**src/rtl/sdp_frame_reader.sv**
```systemverilog
// rtl/sdp_frame_reader.sv - read-side frame streaming engine for the SDP frame buffer
//
// Accepts {start word address, byte length} descriptors, drives the RAM read
// port and streams the frame as 32-bit AXI-Stream. Backpressure gates the RAM
// read enable, so the RAM output register serves as the stream output stage.
// Optional feature macro: SDP_RD_BYTE_SWAP_EN (RAM words stored in network order).
//
// Ports:
//   rd_clk, rd_sreset             clock, synchronous active-high reset
//   desc_valid/ready/addr/len     descriptor handshake
//   ram_rd_addr, ram_rd_allow     RAM read address (registered) and read enable
//   ram_data_out                  RAM read data (one cycle after an enabled read)
//   m_axis_t*                     output stream
//   free_valid, free_words        pulse and word count when a frame is consumed
//   desc_err                      pulse when a descriptor is rejected
module sdp_frame_reader #(
  parameter int ADDR_WIDTH = 9,
  parameter int LEN_WIDTH  = 16
) (
  input  logic                  rd_clk,
  input  logic                  rd_sreset,
  input  logic                  desc_valid,
  output logic                  desc_ready,
  input  logic [ADDR_WIDTH-1:0] desc_addr,
  input  logic [LEN_WIDTH-1:0]  desc_len,
  output logic [ADDR_WIDTH-1:0] ram_rd_addr,
  output logic                  ram_rd_allow,
  input  logic [31:0]           ram_data_out,
  output logic [31:0]           m_axis_tdata,
  output logic [3:0]            m_axis_tkeep,
  output logic                  m_axis_tvalid,
  input  logic                  m_axis_tready,
  output logic                  m_axis_tlast,
  output logic                  free_valid,
  output logic [LEN_WIDTH-2:0]  free_words,
  output logic                  desc_err
);

  localparam int WW = LEN_WIDTH - 1;

  typedef enum logic [1:0] {
    S_IDLE,
    S_PRIME,
    S_STREAM
  } state_t;

  state_t                state;
  state_t                state_next;

  logic [LEN_WIDTH:0]    len_plus3;
  logic [WW-1:0]         desc_words;
  logic [31:0]           words_ext;
  logic                  desc_bad;
  logic                  desc_fire;
  logic                  beat_fire;
  logic                  last_fire;
  logic [3:0]            keep_sel;

  logic [ADDR_WIDTH-1:0] addr_q;
  logic [WW-1:0]         issue_left;
  logic [WW-1:0]         beat_left;
  logic [WW-1:0]         words_q;
  logic [3:0]            last_keep;
  logic                  tvalid_q;

  // ceil(len/4) without losing the carry out of the top bit
  assign len_plus3  = {1'b0, desc_len} + {{(LEN_WIDTH-1){1'b0}}, 2'd3};
  assign desc_words = len_plus3[LEN_WIDTH:2];
  assign words_ext  = 32'(desc_words);
  assign desc_bad   = (desc_len == '0) || (words_ext > (32'd1 << ADDR_WIDTH));

  // desc_ready is forced low while reset is held, even if state is already IDLE
  assign desc_ready = (state == S_IDLE) && !rd_sreset;
  assign desc_fire  = desc_valid && desc_ready;
  assign beat_fire  = tvalid_q && m_axis_tready;
  assign last_fire  = beat_fire && m_axis_tlast;

  assign ram_rd_addr   = addr_q;
  assign m_axis_tvalid = tvalid_q;
  assign m_axis_tlast  = tvalid_q && (beat_left == WW'(1));
  assign m_axis_tkeep  = m_axis_tlast ? last_keep : 4'hF;

`ifdef SDP_RD_BYTE_SWAP_EN
  assign m_axis_tdata = {ram_data_out[7:0], ram_data_out[15:8],
                         ram_data_out[23:16], ram_data_out[31:24]};
`else
  assign m_axis_tdata = ram_data_out;
`endif

  always_comb begin
    keep_sel = 4'hF;
    case (desc_len[1:0])
      2'd1:    keep_sel = 4'h1;
      2'd2:    keep_sel = 4'h3;
      2'd3:    keep_sel = 4'h7;
      default: keep_sel = 4'hF;
    endcase
  end

  always_comb begin
    state_next   = state;
    ram_rd_allow = 1'b0;
    case (state)
      S_IDLE: begin
        if (desc_fire && !desc_bad) state_next = S_PRIME;
      end
      S_PRIME: begin
        ram_rd_allow = 1'b1;
        state_next   = S_STREAM;
      end
      S_STREAM: begin
        // refill only when the output register is empty or draining this cycle
        ram_rd_allow = (issue_left != '0) && (!tvalid_q || m_axis_tready);
        if (last_fire) state_next = S_IDLE;
      end
      default: state_next = S_IDLE;
    endcase
  end

  always_ff @(posedge rd_clk) begin
    if (rd_sreset) begin
      state      <= S_IDLE;
      addr_q     <= '0;
      issue_left <= '0;
      beat_left  <= '0;
      words_q    <= '0;
      last_keep  <= 4'hF;
      tvalid_q   <= 1'b0;
      free_valid <= 1'b0;
      free_words <= '0;
      desc_err   <= 1'b0;
    end else begin
      state      <= state_next;
      free_valid <= 1'b0;
      desc_err   <= 1'b0;

      if (state == S_IDLE && desc_fire) begin
        if (desc_bad) begin
          desc_err <= 1'b1;
        end else begin
          addr_q     <= desc_addr;
          issue_left <= desc_words;
          beat_left  <= desc_words;
          words_q    <= desc_words;
          last_keep  <= keep_sel;
        end
      end

      if (ram_rd_allow) begin
        addr_q     <= addr_q + ADDR_WIDTH'(1);
        issue_left <= issue_left - WW'(1);
      end

      // a read always lands in the output register next cycle; a handshake
      // with no read behind it empties the register
      if (ram_rd_allow) begin
        tvalid_q <= 1'b1;
      end else if (beat_fire) begin
        tvalid_q <= 1'b0;
      end

      if (beat_fire) beat_left <= beat_left - WW'(1);

      if (last_fire) begin
        free_valid <= 1'b1;
        free_words <= words_q;
      end
    end
  end

endmodule

```
**config.mk**
```make
export PLATFORM = sky130hd
export DESIGN_NAME = sdp_frame_reader
export DESIGN_NICKNAME = d
export VERILOG_FILES = /design/src/rtl/sdp_frame_reader.sv
export SDC_FILE = /design/constraint.sdc
export NUM_CORES = 1
export LEC_CHECK = 0
export ABC_AREA = 1
export CAP_MARGIN = 20
export CELL_PAD_IN_SITES_DETAIL_PLACEMENT = 0
export CELL_PAD_IN_SITES_GLOBAL_PLACEMENT = 1
export CORE_MARGIN = 2
export CORE_UTILIZATION = 33
export DETAILED_ROUTE_END_ITERATION = 16
export PLACE_DENSITY = 0.8
export RECOVER_POWER = 50
export SYNTH_ARGS = -nofsm -noshare
export SYNTH_HDL_FRONTEND = slang
export SYNTH_SLANG_ARGS = --single-unit
```
**constraint.sdc**
```tcl
create_clock -name rd_clk -period 2.45 [get_ports rd_clk]
set_input_delay 0.49 -clock rd_clk [delete_from_list [all_inputs] [get_ports rd_clk]]
set_output_delay 0.49 -clock rd_clk [all_outputs]
set_load 0.01 [all_outputs]
```
# ---- Yosys cells after proc, flatten, opt, wreduce, memory -nomap -nowiden
# Cells that the tools add are included.
dict set report word_totals {
  ff_bits 78
  in_bits 61
  output_inout_bits 66
  elab_cells 68
}
dict set report op_classes {
  addsub 4
  magnitude_cmp 1
  n_eq_ne 10
  muxes 17
  bitwise_logic 2
  reduce_logical 24
}
# cell count
set ops {}
lappend ops {{$mux W15} 4}
lappend ops {{$sub A15 B1 Y15 const B} 2}
lappend ops {{$mux W9} 3}
lappend ops {{$add A16 B2 Y17 const B} 1}
lappend ops {{$logic_not A16 Y1} 1}
lappend ops {{$eq A15 B1 Y1 const B} 1}
lappend ops {{$gt A15 B10 Y1 const B} 1}
lappend ops {{$reduce_bool A15 Y1} 1}
lappend ops {{$pmux W4 S3} 1}
lappend ops {{$add A9 B1 Y9 const B} 1}
lappend ops {{$logic_and A1 B1 Y1} 8}
lappend ops {{$reduce_and A2 Y1} 4}
lappend ops {{$eq A2 B2 Y1 const B} 3}
lappend ops {{$ne A2 B2 Y1 const B} 3}
lappend ops {{$pmux W2 S3} 1}
lappend ops {{$reduce_bool A2 Y1} 3}
lappend ops {{$eq A2 B1 Y1 const B} 2}
lappend ops {{$mux W1} 4}
lappend ops {{$mux W2} 2}
lappend ops {{$mux W4} 1}
lappend ops {{$logic_not A1 Y1} 3}
lappend ops {{$logic_not A2 Y1} 1}
lappend ops {{$logic_or A1 B1 Y1} 2}
lappend ops {{$ne A2 B1 Y1 const B} 1}
lappend ops {{other kinds (3)} 4}

# ---- Longest topological paths before layout
# Gate-level depths: netlist of run 1.
dict set report depth {
  depth_word 7
  depth_mapped 17
}

# ---- Worst setup path after synthesis of run 1
# OpenSTA, ideal clock, no wires.
dict set report synth_path {
  path_kind {input port to flip-flop}
  start {input desc_len[0]}
  end {register last_keep[1]}
  setup_time_ns 0.123
  arrival_time_ns 1.989
  required_time_ns 2.327
  path_slack_ns 0.338
  cell_stages 13
  n_path_buf 1
  path_cell_list {inv_1 ha_1 nor2_4 nand2_2 o21ai_1 nand2_1 inv_1 nand2_1 nor2_4 nand3_4 buf_2 a21oi_1 o21ai_0}
}
dict set report synth_between {
  elab_chain_len 5
}
# element line_no
set synth_rtl {}
lappend synth_rtl {{start: declaration} 25} ;# input logic [LEN_WIDTH-1:0] desc_len,
lappend synth_rtl {{$add A16 B2 Y17} 67} ;# assign len_plus3 = {1'b0, desc_len} + {{(LEN_WIDTH-1){1'b0}}, 2'd3};
lappend synth_rtl {{$gt A15 B10 Y1} 70} ;# assign desc_bad = (desc_len == '0) || (words_ext > (32'd1 << ADDR_WIDTH));
lappend synth_rtl {{$logic_or A1 B1 Y1} 70}
lappend synth_rtl {{$not A1 Y1 (no line)} n/a}
lappend synth_rtl {{$reduce_and A2 Y1 (no line)} n/a}
lappend synth_rtl {{end signal: assignment} 145} ;# last_keep <= keep_sel;
lappend synth_rtl {{end: declaration} 63} ;# logic [3:0] last_keep;
# Parallel ways exist; a longest one is shown, timed or not.
# A chain may end at the register's enable or synchronous reset.

# ---- Worst setup path after layout of run 1
dict set report layout_path {
  start {register beat_left[8]}
  end {output m_axis_tkeep[2]}
}
dict set report layout_between {
  elab_chain_len 3
}
# element line_no
set layout_rtl {}
lappend layout_rtl {{start: declaration} 61} ;# logic [WW-1:0] beat_left;
lappend layout_rtl {{start signal: assignment} 143} ;# beat_left <= desc_words;
lappend layout_rtl {{start signal: assignment} 162} ;# if (beat_fire) beat_left <= beat_left - WW'(1);
lappend layout_rtl {{$eq A15 B1 Y1} 80} ;# assign m_axis_tlast = tvalid_q && (beat_left == WW'(1));
lappend layout_rtl {{$logic_and A1 B1 Y1} 80}
lappend layout_rtl {{$mux W4} 81} ;# assign m_axis_tkeep = m_axis_tlast ? last_keep : 4'hF;
lappend layout_rtl {{end: declaration} 30} ;# output logic [3:0] m_axis_tkeep,
# Every way passes these cells.

==> results of run 1 <==
==> synth_stat cells <==
master	number	area share (%)
nand2_1	153	12
nor2_1	100	8.1
dfxtp_1	77	33
inv_1	76	6.2
o21ai_0	55	5.9
nand3_1	54	5.8
a21oi_1	47	5.1
buf_4	33	5.3
xor2_1	15	2.8
clkbuf_1	12	0.97
nor3_1	12	1.3
o21ai_1	12	1.3
ha_1	10	2.7
nand4_1	9	1.2
buf_2	8	0.86
xnor2_1	8	1.5
inv_2	5	0.41
or2_2	4	0.54
buf_6	3	0.73
nand2_2	3	0.41
nor4_1	3	0.41
buf_1	2	0.16
nand3b_1	2	0.32
nor2_4	2	0.49
a21boi_0	1	0.16
a31oi_1	1	0.14
conb_1	1	0.081
nand2_4	1	0.24
nand3_2	1	0.22
nand3_4	1	0.38
nor2_2	1	0.14
o211ai_1	1	0.16
o31ai_1	1	0.16
==> flip-flops by register name, indices dropped and copies added, names as in the netlist <==
register	cells
state	2
last_keep	3
free_words	15
beat_left	15
m_axis_tvalid	1
ram_rd_addr	9
free_valid	1
issue_left	15
words_q	15
desc_err	1
==> power by group through the flow <==
stage               Clock (W)  Sequential, W  Combinational, W
floorplan                   0        0.00160           0.00152
global placement            0        0.00160           0.00206
detailed placement          0        0.00161           0.00210
CTS                   0.00137        0.00159           0.00222
global route          0.00143        0.00161           0.00262
finish                0.00134        0.00159           0.00230
==> worst register-to-register path, delay by kind of cell (launching register included) <==
| family | cells | cell delay, ns |
|---|---|---|
| AO/OA/AOI/OAI | 1 | 0.13 |
| flip-flops | 1 | 0.32 |
| adder cells (fa/ha/maj) | 1 | 0.19 |
| AND/OR/NAND/NOR | 8 | 0.75 |
| buffers and inverters | 3 | 0.62 |
==> kinds of logic after synthesis <==
family | synth area share (%)
buffers and inverters | 14.64
adder cells (fa/ha/maj) | 2.702
AO/OA/AOI/OAI | 12.94
XOR/XNOR | 4.350
AND/OR/NAND/NOR | 31.99
other | 0.08098
flip-flops | 33.29
==> worst paths after layout <==
kind	start	endpoint	slack (ns)	cells after the start
max	beat_left[8]$_SDFFE_PP0P_	m_axis_tkeep[2]	0.1	6
min	words_q[13]$_SDFFE_PP0P_	words_q[13]$_SDFFE_PP0P_	0.45	2
max reg2reg	issue_left[0]$_SDFFE_PP0P_	ram_rd_addr[2]$_SDFFE_PP0P_	0.34	13
min reg2reg	words_q[13]$_SDFFE_PP0P_	words_q[13]$_SDFFE_PP0P_	0.45	2
==> routing by layer <==
layer  wire (um)  part of all wire, %  up-vias  global-route usage (%)
li1            -                    -     2439                       -
met1        6106                   48     2091                   21.98
met2        5679                   45      127                   29.38
met3         643                  5.1       23                   2.370
met4         266                  2.1        0                   7.615
met5           0                    0        -                       0
==> metrics by stage <==
stage                     worst slack, ns  utilization [%]
after global placement            -0.3123            40.93
after global routing            -0.007923            44.46
final                             0.09601            44.46
after floorplan                    0.3384                -
after detailed placement          -0.4477            40.93
after CTS                        0.003118            43.60
==> cell type report <==
class / instances / area [um2] / area share [%]
multi-input cells: 500 / 2524 / 41.21
flip-flops and latches: 77 / 1543 / 25.19
repair buffers: 140 / 1226 / 20.02
inverters: 81 / 304.0 / 4.965
clock buffers: 10 / 239.0 / 3.903
well taps: 180 / 225.2 / 3.678
clock inverters: 6 / 62.56 / 1.022
==> timing repair <==
action                                  in CTS  in global routing
gates resized for setup                     11                 32
pin swaps                                    4                  7
gates cloned                                 1                  1
buffers inserted                             4                  4
endpoints found under the setup margin      31                 64
==> metrics.csv, run 1 <==
metric;value;unit
H-Tree Depth;3;
Synth-to-Final Area Change;32.23;%
Tot Pwr;0.005230;W
TritonCTS clock tree;done;
outcome;finished, final reports clean;
final clock period utilization by the worst path;96.08;%
Syn Area/Cell;6.486;um2
vias in the first global route;4478;
nets@finish;880;
# rows;43;
Die Area;0.01500;mm2
Ports;127;
flops & latches, synth;77;
Cells after Synth;714;
Critical path buffers and inverters;1;
Tmin final;2.354;ns
total CTS buffers;9;
CP required;1.96;ns
CP max stage cell;dfxtp_2;
Max Cap Viol;0;
Port Buffer Count;61;
final hold vios;0;
HPWL Detailed;9324;um
Clock Tree Buf Depth;2;
crit path kind;reg2out;
CP max FO;5;
yosys warns;0;
CORE AREA;0.01377;mm2
Post-Place Cells;968;
clock latency at the later pin of the worst-skew pair;0.33;ns
Worst Hold Class;reg2reg;
Clock transition at path regs;0.06;ns
FILL cells;1457;
All-Layer GR Usage;17.36;%
initial core utilization;33.62;%
register area share after synthesis;33.29;%
Clock power frac;25.7;%
CTS Root Cell;clkbuf_16;
final setup TNS;0;ns
Final Slew Violations;0;
syn nets;785;
Die W;122.5;um
crit start category;flip-flop;
Ant. Diodes;0;
Worst Setup End Kind;output pin;
Pwr per Cell Area;854.1;mW/mm2
clock sink count;77;
synthesized area;0.004631;mm2
CP peak stage delay;0.35;ns
Peak VDD IR;0.0003842;V
leading cell type in the layout, fill and taps excluded;nand2_1;
vias post-DR;4680;
net switching power;0.001979;W
largest net degree at the start of global routing;39;
Die H;122.5;um
Final Wtd Congestion;0.8424;
most frequent cells in the layout;nand2_1 (148), nor2_1 (94), dfxtp_1 (76);
worst hold slack;0.4473;ns
drt pass-1 iters;4;
clk_skew;0.007970;ns
switching share of power;37.83;%
first-pass GRT wire length;20800;um
non-filler cells, final;994;
layout cells sized above 1;16.83;%
fin area;0.006123;mm2
Flop pwr share;30.4;%
cell-internal power;0.003251;W
crit path cell chain;nor2_4 > nand2_2 > nor4_4 > nand2_2 > or2_2 > dlygate4sd2_1;
Hold-fix buffers, CTS;0;
average wire per standard cell;12.77;um
Routed WL;12700;um
Cell Area, Placed;0.005638;mm2
Pleak;2.891;nW
most frequent CP cell;nand2_2;
initial antenna violation count;0;
Vias/cell;4.708;
distinct cell type count after synthesis;33;
combinational power share;43.9;%
DR iter-0 viols;249;
Congestion Overflow GR;0;
Residual DRC;0;
family with the most delay on the worst path;simple AND/OR/NAND/NOR gates;
DRT antenna net count;0;
fmax;424.8;MHz
final setup vio count;0;
Arr. time, crit path;1.86;ns
No activity file was read; power rests on OpenSTA's default activity.
==> run 2: changes to the inputs <==
--- a/config.mk
+++ b/config.mk
@@ -6,6 +6,7 @@
 export NUM_CORES = 1
 export LEC_CHECK = 0
 export ABC_AREA = 1
+export ABC_CLOCK_PERIOD_IN_PS = 2450
 export CAP_MARGIN = 20
 export CELL_PAD_IN_SITES_DETAIL_PLACEMENT = 0
 export CELL_PAD_IN_SITES_GLOBAL_PLACEMENT = 1
@@ -14,6 +15,7 @@
 export DETAILED_ROUTE_END_ITERATION = 16
 export PLACE_DENSITY = 0.8
 export RECOVER_POWER = 50
+export SKIP_LAST_GASP = 1
 export SYNTH_ARGS = -nofsm -noshare
 export SYNTH_HDL_FRONTEND = slang
 export SYNTH_SLANG_ARGS = --single-unit
==> metrics.csv, run 2 (same netlist as run 1, synthesis figures left out) <==
metric;value;unit
DR iter-0 viols;292;
Worst Setup End Kind;output pin;
grt met1 use;21.98;%
Synth-to-Final Area Change;32.61;%
initial core utilization;33.62;%
Final Slew Violations;0;
Clock transition at path regs;0.06;ns
first-pass GRT wire length;20800;um
Ant. Diodes;0;
Hold-fix buffers, CTS;0;
Clock Tree Buf Depth;2;
CP max stage cell;dfxtp_2;
footprint of the multi-input gates;0.002522;mm2
HPWL Detailed;9324;um
Vias/cell;4.715;
Routed WL;12690;um
initial antenna violation count;0;
family with the most delay on the worst path;simple AND/OR/NAND/NOR gates;
outcome;finished, final reports clean;
# rows;43;
Final Wtd Congestion;0.8424;
Critical path buffers and inverters;2;
H-Tree Depth;3;
Die H;122.5;um
drt pass-1 iters;5;
CORE AREA;0.01377;mm2
total CTS buffers;9;
vias post-DR;4691;
fmax;421.8;MHz
Die W;122.5;um
CP peak stage delay;0.35;ns
TritonCTS clock tree;done;
layout cells sized above 1;16.93;%
non-filler cells, final;995;
GRT met3 Usage;2.370;%
crit path kind;reg2out;
Congestion Overflow GR;0;
CP max FO;4;
All-Layer GR Usage;17.36;%
most frequent CP cell;nand2_2;
final clock period utilization by the worst path;96.77;%
Arr. time, crit path;1.88;ns
clock latency at the later pin of the worst-skew pair;0.33;ns
Pwr per Cell Area;853.1;mW/mm2
crit path cell chain;nor2_4 > nand2_2 > nor4_4 > nand2_2 > buf_4 > or2_2 > dlymetal6s2s_1;
Max Cap Viol;0;
leading cell type in the layout, fill and taps excluded;nand2_1;
Die Area;0.01500;mm2
final setup TNS;0;ns
FILL cells;1454;
Worst Min Path Start;words_q[13]$_SDFFE_PP0P_;
nets@finish;881;
DRT antenna net count;0;
register area;0.001543;mm2
Ports;127;
Worst Setup SP;beat_left[8]$_SDFFE_PP0P_;
largest net degree at the start of global routing;39;
Top Usage Layer GRT;met2;
RR Startpoint;beat_left[8]$_SDFFE_PP0P_;
clk_skew;0.008645;ns
crit start category;flip-flop;
Tot Pwr;0.005239;W
CP required;1.96;ns
RSZ-0062 raised after global routing;yes;
average wire per standard cell;12.75;um
CTS Root Cell;clkbuf_16;
Pleak;2.889;nW
vias in the first global route;4478;
Tmin final;2.371;ns
clock sink count;77;
Peak VDD IR;0.0003840;V
Port Buffer Count;61;
Worst Hold Class;reg2reg;
global routing met2 resource utilization;29.38;%
most frequent cells in the layout;nand2_1 (147), nor2_1 (94), buf_4 (78);
final setup vio count;0;
final hold vios;0;
Post-Place Cells;968;
Residual DRC;0;
## run 2: repair_timing
item	in CTS	in global routing
gates resized for setup	9	32
gates cloned	1	1
endpoints found under the setup margin	31	64
buffers inserted	4	5
pin swaps	4	7
## run 2: routing by layer
layer,up-vias,wire length [um]
met2,127,5700
met1,2102,6023
li1,2439,-
met4,0,266
met3,23,701
met5,-,0
## run 2: worst paths after layout
kind	slack, ns	cells after the start	endpoint
max	0.08	7	m_axis_tkeep[1]
min	0.45	2	words_q[13]$_SDFFE_PP0P_
max reg2reg	0.43	12	state[1]$_SDFFE_PP0P_
min reg2reg	0.45	2	words_q[13]$_SDFFE_PP0P_
## run 2: layout make-up
type                       count  share of cell area [%]
clock buffer                  10                   3.892
timing repair buffer         141                   20.27
multi-input combinational    500                   41.08
inverter                      81                   4.951
clock inverter                 6                   1.019
sequential                    77                   25.12
tap                          180                   3.667
## run 2: power by group
part	leakage (nW)	internal [W]	total [W]	switching (W)
clock network	0.152	0.000815	0.00134	0.000528
registers	0.623	0.00142	0.00159	0.000167
logic	2.11	0.00103	0.00231	0.00128
## run 2: through the flow
stage	utilization, %	setup WS [ns]	cell area (um2)	hold WS (ns)
floorplan	-	0.3384	4631	0.4242
global placement	40.93	-0.3123	5638	0.4364
detailed placement	40.93	-0.4477	5638	0.4407
CTS	43.62	-0.1316	6008	0.4496
global route	44.59	-0.03953	6141	0.4820
finish	44.59	0.07907	6141	0.4481
## run 2: worst reg2reg max path, cell delays in order (launching register included)
cell	delay, ns
dfxtp_2	0.35
nor2_4	0.12
nand2_2	0.08
nor4_4	0.28
nand2_2	0.13
buf_4	0.16
buf_4	0.12
nor2_1	0.11
inv_1	0.17
nand2_1	0.17
nand3_1	0.12
nand2_1	0.07
nor2_1	0.04
==> variant, RTL diff (flow settings as in run 1) <==
Set the parameter `LEN_WIDTH` to 8 (it was 16).
--- a/src/rtl/sdp_frame_reader.sv
+++ b/src/rtl/sdp_frame_reader.sv
@@ -15,7 +15,7 @@
 //   desc_err                      pulse when a descriptor is rejected
 module sdp_frame_reader #(
   parameter int ADDR_WIDTH = 9,
-  parameter int LEN_WIDTH  = 16
+  parameter int LEN_WIDTH  = 8
 ) (
   input  logic                  rd_clk,
   input  logic                  rd_sreset,
Interface: changed (resized desc_len and free_words); port bits go from 127 to 111. No check against the original RTL was run, so the function may have changed too.
==> variant against run 1 <==
  * Power shrank 51%
  * Critical path depth stayed put
  * Design area decreased by 46%
  * Wire length decreased by 49%
  * Global-route usage shrank 3.5 points
  * Setup slack better by 45 ps
  * Area after synthesis shrank 38%
  * Sequential cell count fell by 32
  * Critical endpoint is now m_axis_tkeep[1]
  * Largest cell class unchanged
  * Largest power group unchanged
==> variant: results (changes against run 1) <==
global_route:
  grt_max_degree: 37  # -5.1%
  grt_usage_pct: 13.9  # -3.5 points
  grt_pass1_vias: 2277  # -49%
  grt_first_pass_wirelength_um: 10900  # -48%
  antenna_found_initial: 0  # unchanged
clock_tree:
  cts.clk_slew.worst_paths_ps: 80  # +20 ps
  numCtsBuffers: 5  # -4
  cts_buffer_depth: 2  # unchanged
  insertion_delay_ps: 300  # -30 ps
  root_buffer: "clkbuf_8"
  h-tree-depth: 2  # -1
drt:
  wl_um: 6520  # -49%
  vias_per_cell: 4.76  # +1.1%
  wl_per_cell_um: 12.3  # -3.7%
  drtIter0Drc: 123  # -51%
placement:
  gp_congestion: 0.856  # +1.6%
  dp_hpwl_um: 4820  # -48%
  place_inst: 521  # -46%
  placed_area_um2: 3190  # -43%
  dp_slack_ps: -84.5  # +363 ps
  place.port_buffers: 45  # -26%
sta:
  post-route-period-util_pct: 94.3  # -1.8 points
  fin_skew_ps: 7.09  # -0.877 ps
  holdWs_ps: 447  # -0.800 ps
finish:
  num-clock-buffers: 6  # -4
  drive_gt1_share_pct: 7.76  # -9.1 points
  seq_cell_count: 45  # -42%
  clkCellAreaFrac_pct: 3.61  # -1.3 points
  largest_reg_flops: 9
  multiInputCombCellCount: 273  # -45%
  multiInputGateArea_um2: 1460  # -42%
  final_net_count: 489  # -44%
  buf_share_pct: 16.7  # -3.3 points
  num-fill-cells: 879  # -40%
  inverters: 42  # -48%
  final_core_util_pct: 40.1  # -4.3 points
  n_all_buffers: 57  # -59%
setup_path:
  worst_path_dominant_cell_family: "buffers and inverters"
  slowest_stage: "clkdlybuf4s50_1"
  cpPeakStageDelay_ps: 500  # +150 ps
  r2r_setup_slack_ps: 510  # +170 ps
  critPathArrivalTime_ps: 1820  # -40 ps
  cp-startpoint: "beat_left[1]"
synthesis:
  syn_nets: 471  # -40%
  synth_area_leaders: "dfxtp_1 31%, nand2_1 11%, buf_4 8.9%, a21oi_1 6.3%, nand3_1 6.3%"
  ys_top_cells_by_count: "86 x nand2_1, 45 x dfxtp_1, 41 x inv_1, 36 x a21oi_1, 36 x nand3_1"
  avgSynthCellArea_um2: 7.05  # +8.7%
  ys_seq_area_share_pct: 31.5  # -1.8 points
  yosysUniqueCellTypes: 34  # +3.0%
floorplanning:
  die_w_um: 97.1  # -21%
power_and_ir_drop:
  p_leak_nw: 1.47  # -49%
  switchingPower_uw: 944  # -52%
  ir_drop_mv: 0.283  # -26%
outcome:
  status: "finished clean"
## variant: changes by cell type after synthesis, moves of 5 or more
cell / delta
xor2_1: -9
dfxtp_1: -32
buf_2: -5
nor3_1: -9
o21ai_0: -30
nand2_1: -67
o21ai_1: -7
inv_1: -35
nor2_1: -70
a21oi_1: -11
nand3_1: -18
clkbuf_1: -10
nand4_1: -5
## variant: layer usage
metal | GRT usage (%) | vias to the layer above | share of wire [%]
met5 | 0 | - | 0
met4 | 4.55 | 0 | 1.2
li1 | - | 1310 | -
met2 | 21.3 | 72 | 43
met3 | 3.31 | 8 | 5.7
met1 | 19.1 | 1132 | 50
## variant: worst paths after layout
path | endpoint | cells past startpoint
worst min register to register | free_words[5] | 2
worst max register to register | issue_left[6] | 12
worst min-delay path | free_words[5] | 2
worst max-delay path | m_axis_tkeep[1] | 6
## variant: repair_timing
| item | CTS | global route |
|---|---|---|
| buffers inserted | 0 | 1 |
| setup endpoints to repair | 5 | 4 |
| gates resized for setup | 2 | 2 |
| pin swaps | 0 | 1 |
## variant: power by group through the flow
stage / clock (mW) / combinational [mW] / sequential, mW
floorplan: 0 / 0.764 / 0.966
global placement: 0 / 0.985 / 0.967
detailed placement: 0 / 0.996 / 0.974
CTS: 0.615 / 1.00 / 0.958
global route: 0.642 / 1.12 / 0.976
finish: 0.597 / 0.990 / 0.956
## variant: logic make-up (layout without fill, tap and decap cells)
kind of cell	count (synthesis)	after routing	share of synthesized area [%]
adders and majority gates	12	12	5.24
buffers and inverters	88	107	17.7
other	1	1	0.131
xor gates and xnor gates	15	15	4.59
and+or+nand+nor	172	172	27.2
DFF	45	45	31.5
AOI/OAI and AO/OA	73	73	13.7
